File: src/rtl/rocks_pkg.sv
// Shared types and helpers for the rock pool: screen defaults, LFSR taps,
// 3-bit signed direction type, 10-bit coordinate type, and the LFSR/dir helpers.
package rocks_pkg;

  localparam int unsigned SCREEN_W_DEF = 640;
  localparam int unsigned SCREEN_H_DEF = 480;

  // Fibonacci taps at bits 15, 13, 12, 10
  localparam logic [15:0] LFSR_TAPS = 16'hB400;

  typedef logic signed [2:0] dir_t;
  typedef logic [9:0]        coord_t;

  function automatic logic [15:0] lfsr_step(input logic [15:0] q);
    return {q[14:0], ^(q & LFSR_TAPS)};
  endfunction

  // Zero becomes +1. On the spawn edge axis the sign points inward;
  // -4 has no positive twin in 3 bits, so it becomes +3.
  function automatic dir_t dir_fix(input dir_t d, input logic on_edge,
                                   input logic neg);
    dir_t r;
    r = (d == 3'sd0) ? 3'sd1 : d;
    if (on_edge && neg && !r[2])
      r = -r;
    else if (on_edge && !neg && r[2])
      r = (r == 3'b100) ? 3'sd3 : -r;
    return r;
  endfunction

endpackage

File: src/rtl/rock_slot.sv
// One rock slot: occupancy, position, velocity, per-frame move and exit.
// Ports: clk60hz/reset/enable_i, load_i + x_i/y_i/dx_i/dy_i spawn data,
// hit_i kill, px_i/py_i scan position, pixel_o coverage, in_use_o occupancy.
// ROCK_WRAP_EN: off-screen positions wrap instead of freeing the slot.
module rock_slot
  import rocks_pkg::*;
#(
  parameter int ROCK_SIZE = 16,
  parameter int SCREEN_W  = SCREEN_W_DEF,
  parameter int SCREEN_H  = SCREEN_H_DEF
) (
  input  logic   clk60hz,
  input  logic   reset,
  input  logic   enable_i,
  input  logic   load_i,
  input  logic   hit_i,
  input  coord_t x_i,
  input  coord_t y_i,
  input  dir_t   dx_i,
  input  dir_t   dy_i,
  input  coord_t px_i,
  input  coord_t py_i,
  output logic   pixel_o,
  output logic   in_use_o
);

  localparam coord_t SW = coord_t'(SCREEN_W);
  localparam coord_t SH = coord_t'(SCREEN_H);
  localparam coord_t RS = coord_t'(ROCK_SIZE);

  logic   in_use_q, in_use_d;
  coord_t x_q, x_d, y_q, y_d;
  dir_t   dx_q, dx_d, dy_q, dy_d;

  coord_t x_mv, y_mv, x_nx, y_nx;
  coord_t rx, ry;
  logic   leave;

  assign x_mv = x_q + {{7{dx_q[2]}}, dx_q};
  assign y_mv = y_q + {{7{dy_q[2]}}, dy_q};

`ifdef ROCK_WRAP_EN
  // Underflow shows up as a large value, so the velocity sign picks the fix.
  assign x_nx  = (x_mv > SW) ? (dx_q[2] ? x_mv + SW : x_mv - SW) : x_mv;
  assign y_nx  = (y_mv > SH) ? (dy_q[2] ? y_mv + SH : y_mv - SH) : y_mv;
  assign leave = 1'b0;
`else
  assign x_nx  = x_mv;
  assign y_nx  = y_mv;
  assign leave = (x_mv > SW) || (y_mv > SH);
`endif

  always_comb begin
    in_use_d = in_use_q;
    x_d      = x_q;
    y_d      = y_q;
    dx_d     = dx_q;
    dy_d     = dy_q;
    if (load_i) begin
      in_use_d = 1'b1;
      x_d      = x_i;
      y_d      = y_i;
      dx_d     = dx_i;
      dy_d     = dy_i;
    end else if (in_use_q) begin
      if (hit_i) begin
        in_use_d = 1'b0;
      end else if (enable_i) begin
        x_d      = x_nx;
        y_d      = y_nx;
        in_use_d = ~leave;
      end
    end
  end

  always_ff @(posedge clk60hz) begin
    if (reset) begin
      in_use_q <= 1'b0;
      x_q      <= '0;
      y_q      <= '0;
      dx_q     <= '0;
      dy_q     <= '0;
    end else begin
      in_use_q <= in_use_d;
      x_q      <= x_d;
      y_q      <= y_d;
      dx_q     <= dx_d;
      dy_q     <= dy_d;
    end
  end

  assign rx       = px_i - x_q;
  assign ry       = py_i - y_q;
  assign pixel_o  = in_use_q & (rx < RS) & (ry < RS);
  assign in_use_o = in_use_q;

endmodule

File: src/rtl/rock_pool_mgr.sv
// Asteroid pool: LFSR spawn source, spawn timer, lowest-free allocator,
// drop and live counters around NUM_ROCKS rock_slot instances.
// Ports: clk60hz, reset, enable, px/py scan, hit kills -> pixel,
// rocks_in_use, active_count, drop_count. ROCK_WRAP_EN selects wrapping.
module rock_pool_mgr
  import rocks_pkg::*;
#(
  parameter int          NUM_ROCKS    = 10,
  parameter int          SPAWN_PERIOD = 120,
  parameter int          ROCK_SIZE    = 16,
  parameter int          SCREEN_W     = SCREEN_W_DEF,
  parameter int          SCREEN_H     = SCREEN_H_DEF,
  parameter logic [15:0] SEED_A       = 16'hACE1,
  parameter logic [15:0] SEED_B       = 16'h1D2B
) (
  input  logic                 clk60hz,
  input  logic                 reset,
  input  logic                 enable,
  input  logic [9:0]           px,
  input  logic [9:0]           py,
  input  logic [NUM_ROCKS-1:0] hit,
  output logic [NUM_ROCKS-1:0] pixel,
  output logic [NUM_ROCKS-1:0] rocks_in_use,
  output logic [4:0]           active_count,
  output logic [7:0]           drop_count
);

  localparam int          TW   = $clog2(SPAWN_PERIOD);
  localparam logic [TW-1:0] TERM = TW'(SPAWN_PERIOD - 1);
  localparam coord_t      SW   = coord_t'(SCREEN_W);
  localparam coord_t      SH   = coord_t'(SCREEN_H);

  logic [15:0]   lfsr_a_q, lfsr_a_d, lfsr_b_q, lfsr_b_d;
  logic [TW-1:0] tmr_q, tmr_d;
  logic [7:0]    drop_q, drop_d;
  logic [4:0]    act_q, act_d;

  logic [NUM_ROCKS-1:0] in_use, load_vec;
  logic   spawn_now, full, neg;
  coord_t x_sp, y_sp, by;
  dir_t   dx_sp, dy_sp;

  assign spawn_now = enable & ~reset & (tmr_q == TERM);

  // Lowest free slot by registered occupancy; a slot freed on this edge
  // only becomes eligible on the next one.
  always_comb begin
    load_vec = '0;
    full     = 1'b1;
    for (int i = 0; i < NUM_ROCKS; i++) begin
      if (full && !in_use[i]) begin
        load_vec[i] = spawn_now;
        full        = 1'b0;
      end
    end
  end

  // A[11] picks the top/bottom edge versus the left/right edge.
  always_comb begin
    by  = {1'b0, lfsr_b_q[8:0]};
    neg = ~lfsr_a_q[10];
    if (lfsr_a_q[11]) begin
      x_sp  = {1'b0, lfsr_a_q[8:0]};
      y_sp  = lfsr_a_q[10] ? '0 : SH;
      dx_sp = dir_fix(dir_t'(lfsr_b_q[12:10]), 1'b0, neg);
      dy_sp = dir_fix(dir_t'(lfsr_b_q[15:13]), 1'b1, neg);
    end else begin
      x_sp  = lfsr_a_q[10] ? '0 : SW;
      y_sp  = (by < SH) ? by : by - 10'd256;
      dx_sp = dir_fix(dir_t'(lfsr_b_q[12:10]), 1'b1, neg);
      dy_sp = dir_fix(dir_t'(lfsr_b_q[15:13]), 1'b0, neg);
    end
  end

  always_comb begin
    lfsr_a_d = lfsr_step(lfsr_a_q);
    lfsr_b_d = lfsr_step(lfsr_b_q);
    tmr_d    = tmr_q;
    if (enable)
      tmr_d = spawn_now ? '0 : tmr_q + 1'b1;
    drop_d = drop_q;
    if (spawn_now && full && drop_q != 8'hFF)
      drop_d = drop_q + 8'd1;
    act_d = '0;
    for (int i = 0; i < NUM_ROCKS; i++)
      act_d = act_d + 5'(in_use[i]);
  end

  always_ff @(posedge clk60hz) begin
    if (reset) begin
      lfsr_a_q <= SEED_A;
      lfsr_b_q <= SEED_B;
      tmr_q    <= '0;
      drop_q   <= '0;
      act_q    <= '0;
    end else begin
      lfsr_a_q <= lfsr_a_d;
      lfsr_b_q <= lfsr_b_d;
      tmr_q    <= tmr_d;
      drop_q   <= drop_d;
      act_q    <= act_d;
    end
  end

  for (genvar g = 0; g < NUM_ROCKS; g++) begin : g_slot
    rock_slot #(
      .ROCK_SIZE(ROCK_SIZE),
      .SCREEN_W (SCREEN_W),
      .SCREEN_H (SCREEN_H)
    ) u_slot (
      .clk60hz (clk60hz),
      .reset   (reset),
      .enable_i(enable),
      .load_i  (load_vec[g]),
      .hit_i   (hit[g]),
      .x_i     (x_sp),
      .y_i     (y_sp),
      .dx_i    (dx_sp),
      .dy_i    (dy_sp),
      .px_i    (px),
      .py_i    (py),
      .pixel_o (pixel[g]),
      .in_use_o(in_use[g])
    );
  end

  assign rocks_in_use = in_use;
  assign active_count = act_q;
  assign drop_count   = drop_q;

endmodule

File: config.mk
export PLATFORM = sky130hd
export DESIGN_NAME = rock_pool_mgr
export DESIGN_NICKNAME = d
export VERILOG_FILES = /design/src/rtl/rocks_pkg.sv /design/src/rtl/rock_slot.sv /design/src/rtl/rock_pool_mgr.sv
export SDC_FILE = /design/constraint.sdc
export NUM_CORES = 1
export LEC_CHECK = 0
export BUFFER_PORTS_ARGS = -buffer_cell sky130_fd_sc_hd__buf_2
export CAP_MARGIN = 0
export CORE_ASPECT_RATIO = 0.9
export CORE_MARGIN = 2
export CORE_UTILIZATION = 60
export CTS_CLUSTER_SIZE = 12
export DETAILED_ROUTE_END_ITERATION = 8
export PLACE_DENSITY_LB_ADDON = 0.2
export SLEW_MARGIN = 20
export SYNTH_ARGS = -nofsm -noshare
export SYNTH_HDL_FRONTEND = slang
export SYNTH_HIERARCHICAL = 1
export SYNTH_SLANG_ARGS = --single-unit
File: constraint.sdc
create_clock -name clk60hz -period 6 [get_ports clk60hz]
set_input_delay 1.2 -clock clk60hz [delete_from_list [all_inputs] [get_ports clk60hz]]
set_output_delay 1.2 -clock clk60hz [all_outputs]
set_load 0.05 [all_outputs]
==> impl_metrics.sql <==
INSERT INTO impl_metrics (metric_group, metric, value, unit) VALUES
('synth', 'post_synth.cell_area_avg', '7.82', 'sq um'),
('routing', 'drc', '0', ''),
('floorplan', 'fp.dieW', '234', 'um'),
('global_route', 'globalRouteMet3Util', '0.0605', ''),
('layout', 'finalNetCount', '4063', ''),
('global_route', 'grt_max_degree', '174', ''),
('timing', 'timing.fmax', '190', 'MHz'),
('worst_setup_path', 'arrival_time_reported_for_the_critical_path_endpoint', '4.07', 'ns'),
('outcome', 'status', 'finished clean', ''),
('clock_network', 'cts_tree', 'done', ''),
('clock_network', 'postCtsResizedCells', '0', ''),
('routing', 'first_drt_iteration_drcs', '2168', ''),
('floorplan', 'die_y', '211', 'um'),
('timing', 'setup_repair_after_global_routing_missed_its_margin', 'false', ''),
('global_route', 'overflow', '0', ''),
('power', 'netSwitchingFraction', '0.273', ''),
('global_route', 'number_of_antenna_violations_at_the_first_check_in_global_routing', '4', ''),
('floorplan', 'core_area', '0.0468', 'sq mm'),
('layout', 'layout.core_utilization', '0.655', ''),
('clock_network', 'cts.reportedPaths.clkPinSlew', '0.06', 'ns'),
('synth', 'part_of_the_yosys_area_used_for_sequential_elements', '0.225', ''),
('timing', 'timing.final.crit_share', '0.878', ''),
('power', 'internal_power_of_the_cells', '3.76', 'mW'),
('layout', 'final.fill_count', '4040', ''),
('synth', 'yosysWarnings', '6', ''),
('timing', 'hold_viol', '0', ''),
('synth', 'netlist_area', '0.0286', 'sq mm'),
('worst_setup_path', 'critPathMostFrequentCell', 'buf_2', ''),
('layout', 'area_overhead_vs_synth', '7.39', '%'),
('timing', 'worst_slew_pin_slew', '1.31', 'ns'),
('synth', 'dominantRegCellSynth', 'dfxtp_1', ''),
('run', 'max-cap-violations', '0', ''),
('routing', 'drt-total-wl', '92300', 'um'),
('placed_design', 'port_buffers', '64', ''),
('power', 'vdd_ir_drop_max', '0.160', 'mV'),
('worst_setup_path', 'cp-start-kind', 'input port', ''),
('worst_setup_path', 'critical_setup_path_kind', 'input port to output port', ''),
('worst_setup_path', 'critical_path.max_stage_delay', '0.61', 'ns'),
('timing', 'fin_setup_tns', '0', 'ns'),
('routing', 'post_drt_wl_per_cell', '21.5', 'um'),
('clock_network', 'htree_num_levels', '2', ''),
('layout', 'drive_gt1_frac', '0.0759', ''),
('worst_setup_path', 'worst_path_required_time', '4.80', 'ns'),
('global_route', 'global_route.peak_usage_layer', 'met2', ''),
('global_route', 'global_route.usage.total', '0.370', ''),
('routing', 'detailroute.via_count', '27765', ''),
('floorplan', 'ios', '66', ''),
('power', 'clock_power_share', '0.468', ''),
('worst_setup_path', 'setup.worst_path.end_class', 'output port', ''),
('synth', 'synth_edf_count', '0', ''),
('power', 'share_comb_of_total_power', '0.114', ''),
('power', 'p_seq_frac', '0.418', ''),
('global_route', 'globalRouteMet2Util', '0.580', ''),
('timing', 'timing.max_slew.rel_slack', '0.126', ''),
('clock_network', 'cts-root-buf', 'clkbuf_16', ''),
('worst_setup_path', 'cp_max_fo', '10', ''),
('clock_network', 'clock_sink_count', '321', ''),
('timing', 'final-max-slew-violation-count', '0', ''),
('placed_design', 'place.detailed.hpwl', '63600', 'um'),
('synth', 'yosysUniqueCellTypes', '78', ''),
('power', 'power.net_switching', '1.41', 'mW'),
('timing', 'finalSetupViolCount', '0', ''),
('synth', 'syn-instance-count', '3651', ''),
('placed_design', 'gp_congestion', '0.923', ''),
('global_route', 'grt_pass1_wl', '143000', 'um'),
('clock_network', 'cts_max_path_buffers', '3', ''),
('synth', 'synthArstFlopShare', '0', ''),
('worst_setup_path', 'cell_chain_of_the_critical_path', 'buf_2 -> ha_1 -> a2111oi_1 -> o31ai_1 -> a21oi_1 -> o2bb2ai_1 -> mux2i_1 -> a2111oi_2 -> buf_2', ''),
('synth', 'synth.net_count', '4061', ''),
('power', 'power_density_cells', '169', 'mW/mm^2'),
('worst_hold_path', 'worst_hold_path_type', 'flop to flop', '');
-- power groups by stage --
stage | registers [mW] | logic, mW | clock network, mW
floorplan | 2.20 | 0.320 | 0
global placement | 2.21 | 0.539 | 0
detailed placement | 2.21 | 0.564 | 0
CTS | 2.16 | 0.568 | 2.43
global route | 2.16 | 0.617 | 2.50
finish | 2.16 | 0.589 | 2.42
-- cell type report --
cell class,instances,area (sq um),area share
diodes,2,5.00,0.000163
clock buffers,52,1080,0.0354
clock inverters,13,175,0.00571
inverters,255,957,0.0312
multi-input cells,2940,20700,0.674
flip-flops and latches,321,6430,0.210
well taps,616,771,0.0251
repair buffers,96,582,0.0190
-- path summary, 6_finish.rpt --
check	start	to	slack (ns)	depth (start not counted)
hold / removal	lfsr_a_q[14]$_SDFF_PP0_	lfsr_a_q[15]$_SDFF_PP1_	0.41	1
hold reg to reg	lfsr_a_q[14]$_SDFF_PP0_	lfsr_a_q[15]$_SDFF_PP1_	0.41	1
setup / recovery	px[1]	pixel[0]	0.73	9
setup reg to reg	g_slot[7].u_slot/in_use_o$_SDFF_PP0_	active_count[2]$_SDFF_PP0_	2.54	10
-- logic make-up (layout without fill, tap and decap cells) --
| kind of cell | Yosys count | count (layout) | synth area share |
|---|---|---|---|
| AND/OR/NAND/NOR | 1225 | 1225 | 0.203 |
| AO/OA/AOI/OAI | 1066 | 1066 | 0.256 |
| buffers and inverters | 390 | 416 | 0.0533 |
| adder cells (fa/ha/maj) | 377 | 377 | 0.172 |
| flip-flops | 321 | 321 | 0.225 |
| XOR/XNOR | 186 | 186 | 0.0604 |
| multiplexers | 85 | 85 | 0.0298 |
| other | 1 | 3 | 0.000131 |
-- state kept, by name, indices dropped and copies added, names as in the netlist --
signal,cells
lfsr_a_q,16
g_slot.u_slot/y_q,100
drop_count,8
active_count,4
tmr_q,7
g_slot.u_slot/dx_q,30
g_slot.u_slot/dy_q,30
g_slot.u_slot/x_q,100
lfsr_b_q,16
g_slot.u_slot/in_use_o,10
-- cell usage after synthesis, types with 10 or more instances --
cell type / instances / area share
nand2_1: 288 / 0.038
nor3_1: 91 / 0.016
inv_1: 241 / 0.032
nand4_1: 22 / 0.0048
nor2_1: 459 / 0.060
fa_1: 26 / 0.018
ha_1: 351 / 0.15
and3_1: 33 / 0.0072
and2_1: 45 / 0.0099
a22oi_1: 10 / 0.0026
nor4_1: 27 / 0.0059
mux2i_1: 85 / 0.030
a2111oi_1: 10 / 0.0035
nand3_1: 42 / 0.0074
a21oi_1: 292 / 0.051
nor2b_1: 61 / 0.013
a211oi_1: 73 / 0.019
o211ai_1: 57 / 0.015
xnor2_1: 107 / 0.033
or3_1: 25 / 0.0055
buf_1: 17 / 0.0022
o21a_1: 61 / 0.016
nand2b_1: 51 / 0.011
a211o_1: 13 / 0.0040
o21bai_1: 12 / 0.0032
o31ai_1: 25 / 0.0066
o311a_1: 14 / 0.0049
o221ai_1: 14 / 0.0043
o211a_1: 17 / 0.0060
o21ba_2: 15 / 0.0053
xor2_1: 72 / 0.022
o31a_1: 22 / 0.0067
clkinv_1: 14 / 0.0018
o21ai_0: 207 / 0.036
or2_2: 19 / 0.0042
a2111oi_2: 17 / 0.0089
o2bb2ai_1: 10 / 0.0031
a31oi_1: 31 / 0.0068
dfxtp_1: 321 / 0.23
a311oi_1: 21 / 0.0064
clkbuf_1: 109 / 0.014
a21oi_2: 10 / 0.0031
a21o_1: 42 / 0.011
-- stage by stage --
stage / std cells / area, sq um / hold slack, ns / power [mW] / worst slack [ns]
after floorplan: 3651 / 28600 / 0.389 / 2.52 / 0.760
after global placement: 4228 / 29400 / 0.396 / 2.75 / 0.926
after detailed placement: 4228 / 29400 / 0.397 / 2.77 / 0.850
after CTS: 4293 / 30700 / 0.414 / 5.16 / 0.838
after global routing: 4293 / 30700 / 0.428 / 5.28 / 0.664
final: 4295 / 30700 / 0.412 / 5.17 / 0.731
-- layer usage --
metal	up-vias	part of all wire	wire [um]
li1	13184	-	-
met1	13083	0.41	37400
met2	1179	0.44	40200
met3	315	0.090	8320
met4	4	0.069	6370
met5	-	0.00034	31
-- critical path: cells and delay by family --
family	cells	cell delay (ns)
multiplexers	1	0.11
adder cells (fa/ha/maj)	1	0.33
AO/OA/AOI/OAI	5	1.60
buffers and inverters	2	0.80
No activity file was read; power rests on OpenSTA's default activity.
